$ cat config.mk
export PLATFORM = sky130hd
export DESIGN_NAME = add64_seq
export DESIGN_NICKNAME = d
export VERILOG_FILES = /design/src/rtl/add64_seq.sv
export SDC_FILE = /design/constraint.sdc
export NUM_CORES = 1
export LEC_CHECK = 0
export CORE_MARGIN = 2
export CORE_UTILIZATION = 41
export DETAILED_ROUTE_END_ITERATION = 8
export PLACE_DENSITY = 0.81
export SLEW_MARGIN = 20
export SYNTH_ARGS = -nofsm -noshare
export SYNTH_HDL_FRONTEND = slang
export SYNTH_SLANG_ARGS = --single-unit
$ cat constraint.sdc
create_clock -name clk -period 2.2 [get_ports clk]
set_clock_uncertainty 0.2 [all_clocks]
set_input_delay 0.44 -clock clk [delete_from_list [all_inputs] [get_ports clk]]
set_output_delay 0.44 -clock clk [all_outputs]
set_load 0.01 [all_outputs]
$ cat src/rtl/add64_seq.sv
`default_nettype none
// +----------------------------------------------------------------------------+
// | Module      : add64_seq                                                    |
// | Description : 64-bit add sequencer. Drives an external 32-bit clocked      |
// |               adder twice per operation (low words, then high words with   |
// |               the low carry) and recombines the halves into a 64-bit sum.  |
// | Revision    : 1.0 - initial release                                        |
// +----------------------------------------------------------------------------+
module add64_seq #(
    parameter int ADD_LAT = 1
) (
    input  logic        clk,
    input  logic        rst_n,
    input  logic        in_valid,
    output logic        in_ready,
    input  logic [63:0] a,
    input  logic [63:0] b,
    input  logic        cin,
    output logic [31:0] add_in1,
    output logic [31:0] add_in2,
    output logic        add_cin,
    input  logic [31:0] add_sum,
    input  logic        add_cout,
    output logic        out_valid,
    input  logic        out_ready,
    output logic [63:0] sum,
    output logic        cout
);

    localparam logic [1:0] c_IDLE = 2'd0;
    localparam logic [1:0] c_LO   = 2'd1;
    localparam logic [1:0] c_HI   = 2'd2;
    localparam logic [1:0] c_DONE = 2'd3;

    // The wait counter is cleared on entry to LO/HI and bumped every cycle, so
    // the capture edge is the one where it would step from ADD_LAT-1 to ADD_LAT.
    localparam logic [3:0] c_CNT_LAST = 4'(ADD_LAT - 1);

    logic [1:0]  r_state;
    logic [1:0]  w_next_state;
    logic [3:0]  r_cnt;
    logic [63:0] r_a;
    logic [63:0] r_b;
    logic        r_cin;
    logic        r_carry_lo;
    logic [63:0] r_sum;
    logic        r_cout;
    logic        w_cnt_hit;

    assign w_cnt_hit = (r_cnt == c_CNT_LAST);

    // State register.
    always_ff @(posedge clk) begin
        if (!rst_n) begin
            r_state <= c_IDLE;
        end else begin
            r_state <= w_next_state;
        end
    end

    // Next-state decode; DONE waits for the consumer before returning to IDLE.
    always_comb begin
        w_next_state = r_state;
        case (r_state)
            c_IDLE:  if (in_valid)  w_next_state = c_LO;
            c_LO:    if (w_cnt_hit) w_next_state = c_HI;
            c_HI:    if (w_cnt_hit) w_next_state = c_DONE;
            c_DONE:  if (out_ready) w_next_state = c_IDLE;
            default: w_next_state = c_IDLE;
        endcase
    end

    // Operand latch, wait counter and half-result capture.
    always_ff @(posedge clk) begin
        if (!rst_n) begin
            r_cnt      <= 4'd0;
            r_a        <= 64'd0;
            r_b        <= 64'd0;
            r_cin      <= 1'b0;
            r_carry_lo <= 1'b0;
            r_sum      <= 64'd0;
            r_cout     <= 1'b0;
        end else begin
            case (r_state)
                c_IDLE: begin
                    // Operands are taken only on the accepting edge.
                    if (in_valid) begin
                        r_a   <= a;
                        r_b   <= b;
                        r_cin <= cin;
                        r_cnt <= 4'd0;
                    end
                end
                c_LO: begin
                    if (w_cnt_hit) begin
                        r_sum[31:0] <= add_sum;
                        r_carry_lo  <= add_cout;
                        r_cnt       <= 4'd0;
                    end else begin
                        r_cnt <= r_cnt + 4'd1;
                    end
                end
                c_HI: begin
                    if (w_cnt_hit) begin
                        r_sum[63:32] <= add_sum;
                        r_cout       <= add_cout;
                        r_cnt        <= 4'd0;
                    end else begin
                        r_cnt <= r_cnt + 4'd1;
                    end
                end
                default: begin
                    // DONE: result held until the consumer takes it.
                end
            endcase
        end
    end

    // Adder operand mux: held for the whole of LO/HI, zero otherwise.
    always_comb begin
        add_in1 = 32'd0;
        add_in2 = 32'd0;
        add_cin = 1'b0;
        case (r_state)
            c_LO: begin
                add_in1 = r_a[31:0];
                add_in2 = r_b[31:0];
                add_cin = r_cin;
            end
            c_HI: begin
                add_in1 = r_a[63:32];
                add_in2 = r_b[63:32];
                add_cin = r_carry_lo;
            end
            default: begin
                add_in1 = 32'd0;
                add_in2 = 32'd0;
                add_cin = 1'b0;
            end
        endcase
    end

    assign in_ready  = (r_state == c_IDLE);
    assign out_valid = (r_state == c_DONE);
    assign sum       = r_sum;
    assign cout      = r_cout;

endmodule
`default_nettype wire

==> PnR_summary.wiki <==
{| class="wikitable"
! Metric !! Value
|-
| Fraction of power spent switching nets || 33.8%
|-
| Total count of max-transition violations in the final report || 0
|-
| Sequential-to-total area share from yosys stat || 49.6%
|-
| RSZ-0062 raised after global routing || yes
|-
| Internal power consumption || about 0.0094 W
|-
| Cells after synthesis || 1050
|-
| Total overflow reported by the global router || 0
|-
| Number of setup violations in the final report || 65
|-
| Worst ir drop on vdd || between 0.0005 and 0.0006 V
|-
| Total cell area at the placement stage || 11500 µm²
|-
| Actual slew at the worst max-slew pin || between 300 and 400 ps
|-
| Capture endpoint of the worst hold path || sum[29]$_SDFFE_PN0P_
|-
| Flop and latch count out of synthesis || ~200
|-
| Num CTS Buffers || 23
|-
| Number of violations reported at the end of detailed-routing iteration 0 || 355
|-
| Count of yosys warnings during synthesis || 0
|-
| Final Hold Violating Endpoints || 0
|-
| Port buffer count || between 200 and 300
|-
| Final non-filler cell total || 1633
|-
| Reported max-cap violation count || 0
|-
| Critical path data required time || 1560 ps
|-
| Total routed wirelength || approximately 27000 µm
|-
| Number of cells after detailed placement || 1561
|-
| Total vias in the final route || between 8000 and 9000
|-
| Depth of the worst register-to-register path || 9
|-
| F_max || approximately 400 MHz
|-
| Cells traversed along the worst timing path || inv_4 > ha_4 > bufbuf_16 > a22oi_2 > nor2b_1 > buf_2
|-
| Placeable Area || slightly below 20000 µm²
|-
| Start-to-end type of the worst setup path || reg2out
|-
| Switching power of the nets || roughly 0.0048 W
|-
| Worst-Skew Late Latency || 490 ps
|-
| Max Fanout on Critical Path || 7
|-
| Clock net sink count || about 200
|-
| Global Route Usage Sum || approximately a quarter
|-
| Initial core utilization || between 40% and 50%
|-
| Placement row count || between 50 and 60
|-
| Syn-to-layout area delta || 58.8%
|-
| Post-route ant nets || 0
|-
| Number of global-route vias before repair || 8121
|-
| Number of vias per cell after detailed routing || ~5.1
|-
| Hold WC Path Type || reg2reg
|-
| Relative contribution of sequential cells to total power || roughly a third
|-
| Failing checks || negative setup slack
|-
| Final HPWL from detailed placement || 17300 µm
|-
| Share of total power in combinational logic || about 42%
|-
| Setup Total Neg Slack || -14440 ps
|-
| Type of destination of the critical path || output pin
|-
| Synth cell types || 33
|-
| Wire length of the first global-routing pass || ~41000 µm
|-
| Maximum number of pins on one net before global-route repair || 56
|-
| Portion of total power attributed to the clock network || approximately a quarter
|-
| Arrival @ worst endpoint || 1880 ps
|-
| Outcome || finished, violations left
|-
| GPL Wtd Cong || 0.817
|-
| Number of filler cells placed in the layout || 1584
|-
| Final design area excluding fillers || approximately 13000 µm²
|-
| Fraction of final layout cells with drive strength greater than 1 || between 10% and 20%
|-
| Power density over cell area || roughly 1100 nW/µm²
|-
| Overall die width || about 140 µm
|-
| CTS Buffer Depth || 3
|-
| Launch instance of the worst min-delay path || sum[29]$_SDFFE_PN0P_
|-
| Max stage delay on crit path || ~360 ps
|-
| Number of H-tree branching levels || 1
|-
| Setup slack of the most critical reg-to-reg path || about 60 ps
|-
| Post-Synthesis Net Count || 1223
|-
| Crit path setup slack, layout || -316 ps
|-
| Type of element launching the critical path || flip-flop
|-
| Post-detailed-route wirelength per cell || 16.7 µm
|-
| Ports placed on the boundary || between 200 and 300
|-
| Number of buffers added to fix hold violations after cts || 0
|-
| Final period util || 114%
|-
| Clock tree from TritonCTS || yes
|-
| Start of the worst register-to-register path || r_state[0]$_SDFFE_PN0P_
|-
| Core utilization of the finished layout || roughly 66%
|-
| DRC Markers || 0
|-
| Antenna violations before repair || 2
|-
| End of the worst register-to-register path || sum[20]$_SDFFE_PN0P_
|-
| Layout net count || about 1500
|-
| Buffer type at the clock tree root || clkbuf_16
|-
| Shortest period the worst path allows || between 2000 and 3000 ps
|-
| Post-synthesis cell area || between 8000 and 9000 µm²
|-
| Most used cells in the layout excluding fill and tap cells || 394 x nand2_1, 230 x clkdlybuf4s50_1, 199 x dfxtp_1
|-
| Relative slew margins || between 70% and 80%
|-
| Depth of the worst hold-timing path || 2
|-
| Vertical die dimension || 145 µm
|-
| DRT Pass-1 Iters || 5
|-
| Mean post-synth cell area || roughly 7.7 µm²
|-
| Commonest non-fill, non-tap cell in the layout || nand2_1
|-
| Clock-pin slew of the registers on the worst-case setup and hold paths || roughly 60 ps
|-
| DIE AREA || ~21000 µm²
|-
| P_leak || between 4 and 5 nW
|-
| Highest-delay cell along the critical path || dfxtp_4
|}
==> sequential cells by signal, indices dropped and copies added (netlist names) <==
signal and cells:
r_a 64, r_b 64, sum 64, r_cnt 4, r_state 2, cout 1
r_carry_lo 1, r_cin 1
==> per-stage QoR <==
step | hold WS (ps) | setup slack [ps] | power [W]
2_1_floorplan | 236 | 92.6 | 0.00719
3_3_place_gp | 241 | -256 | 0.00924
3_5_place_dp | 246 | -285 | 0.00936
4_1_cts | 254 | -309 | 0.0141
5_1_grt | 273 | -372 | 0.0149
6_report | 252 | -316 | 0.0142
==> worst max path at each step <==
stage                                        from           to  slack [ps]
after CTS                 r_state[0]$_SDFFE_PN0P_  add_in2[27]        -310
after floorplan           r_state[1]$_SDFFE_PN0P_  add_in2[10]          90
after global routing      r_state[0]$_SDFFE_PN0P_  add_in2[27]        -370
final                     r_state[0]$_SDFFE_PN0P_  add_in2[27]        -320
after global placement    r_state[1]$_SDFFE_PN0P_   add_in2[0]        -260
after detailed placement  r_state[1]$_SDFFE_PN0P_   add_in2[0]        -290
==> area by class of cell <==
class | instances | area (µm²) | area share (%)
timing repair buffer | 365 | 3730 | 28.9
multi-input combinational | 757 | 4070 | 31.6
inverter | 5 | 28.8 | 0.223
antenna | 2 | 5.00 | 0.0388
sequential | 201 | 4030 | 31.3
tap | 265 | 332 | 2.57
clock buffer | 32 | 659 | 5.11
clock inverter | 6 | 37.5 | 0.291
==> synth_stat cells <==
cell         n  area, µm²
and2_1       2       12.5
nand4_1      1       6.26
a21oi_1    196        981
a211oi_1     1       7.51
nand4bb_1    2       22.5
and4bb_2     2       25.0
inv_2        1       3.75
or4b_1       1       10.0
buf_4        6       45.0
o211ai_1     1       7.51
a31oi_1      1       6.26
a22oi_1     65        488
dfxtp_1    201       4020
mux2i_1      2       20.0
nand3b_1     1       7.51
a32oi_1      1       8.76
buf_2       37        185
nor3b_2      1       12.5
or3b_2       1       8.76
inv_1        4       15.0
nor2b_1     65        407
clkbuf_1    33        124
and3_1       1       6.26
ha_1         7       87.6
buf_6        1       11.3
or4_1        1       7.51
nor2_1       3       11.3
nand2b_1     3       18.8
nand2_1    395       1480
buf_1       10       37.5
a41oi_1      1       8.76
nand3_1      2       10.0
o2111a_1     1       11.3
==> per-layer routing <==
layer	up-vias	routed length [µm]	track usage, %
met3	78	2040	6.09
met5	-	11	0
met1	3885	10400	27.3
met2	312	13800	43.5
li1	4075	-	-
met4	2	1090	12.1
==> power by group through the flow <==
| stage | sequential (W) | combinational, W | clock (W) |
|---|---|---|---|
| floorplan | 0.00473 | 0.00246 | 0 |
| global placement | 0.00465 | 0.00459 | 0 |
| detailed placement | 0.00468 | 0.00468 | 0 |
| CTS | 0.00469 | 0.00582 | 0.00357 |
| global route | 0.00478 | 0.00638 | 0.00376 |
| finish | 0.00471 | 0.00597 | 0.00352 |
==> timing repair <==
| item | CTS | global route |
|---|---|---|
| gates cloned | 8 | 1 |
| resized for setup | 378 | 16 |
| setup buffers | 19 | 5 |
| pin swaps | 19 | 12 |
| setup endpoints to repair | 67 | 67 |
==> kinds of logic (layout without fill, tap and decap cells) <==
group / after synthesis / after routing / synth area share (%)
other: 0 / 2 / 0
flip-flops: 201 / 201 / 49.6
AO/OA/AOI/OAI: 267 / 267 / 18.7
multiplexers: 2 / 2 / 0.247
adder cells (fa/ha/maj): 7 / 7 / 1.08
AND/OR/NAND/NOR: 481 / 481 / 25.2
buffers and inverters: 92 / 408 / 5.19
==> worst max-delay path: cells and delay by family (launching register included) <==
family | cells | cell delay [ps]
buffers and inverters | 3 | 540
flip-flops | 1 | 360
AO/OA/AOI/OAI | 1 | 90
AND/OR/NAND/NOR | 1 | 180
adder cells (fa/ha/maj) | 1 | 220
(Power assumes the default switching activity.)
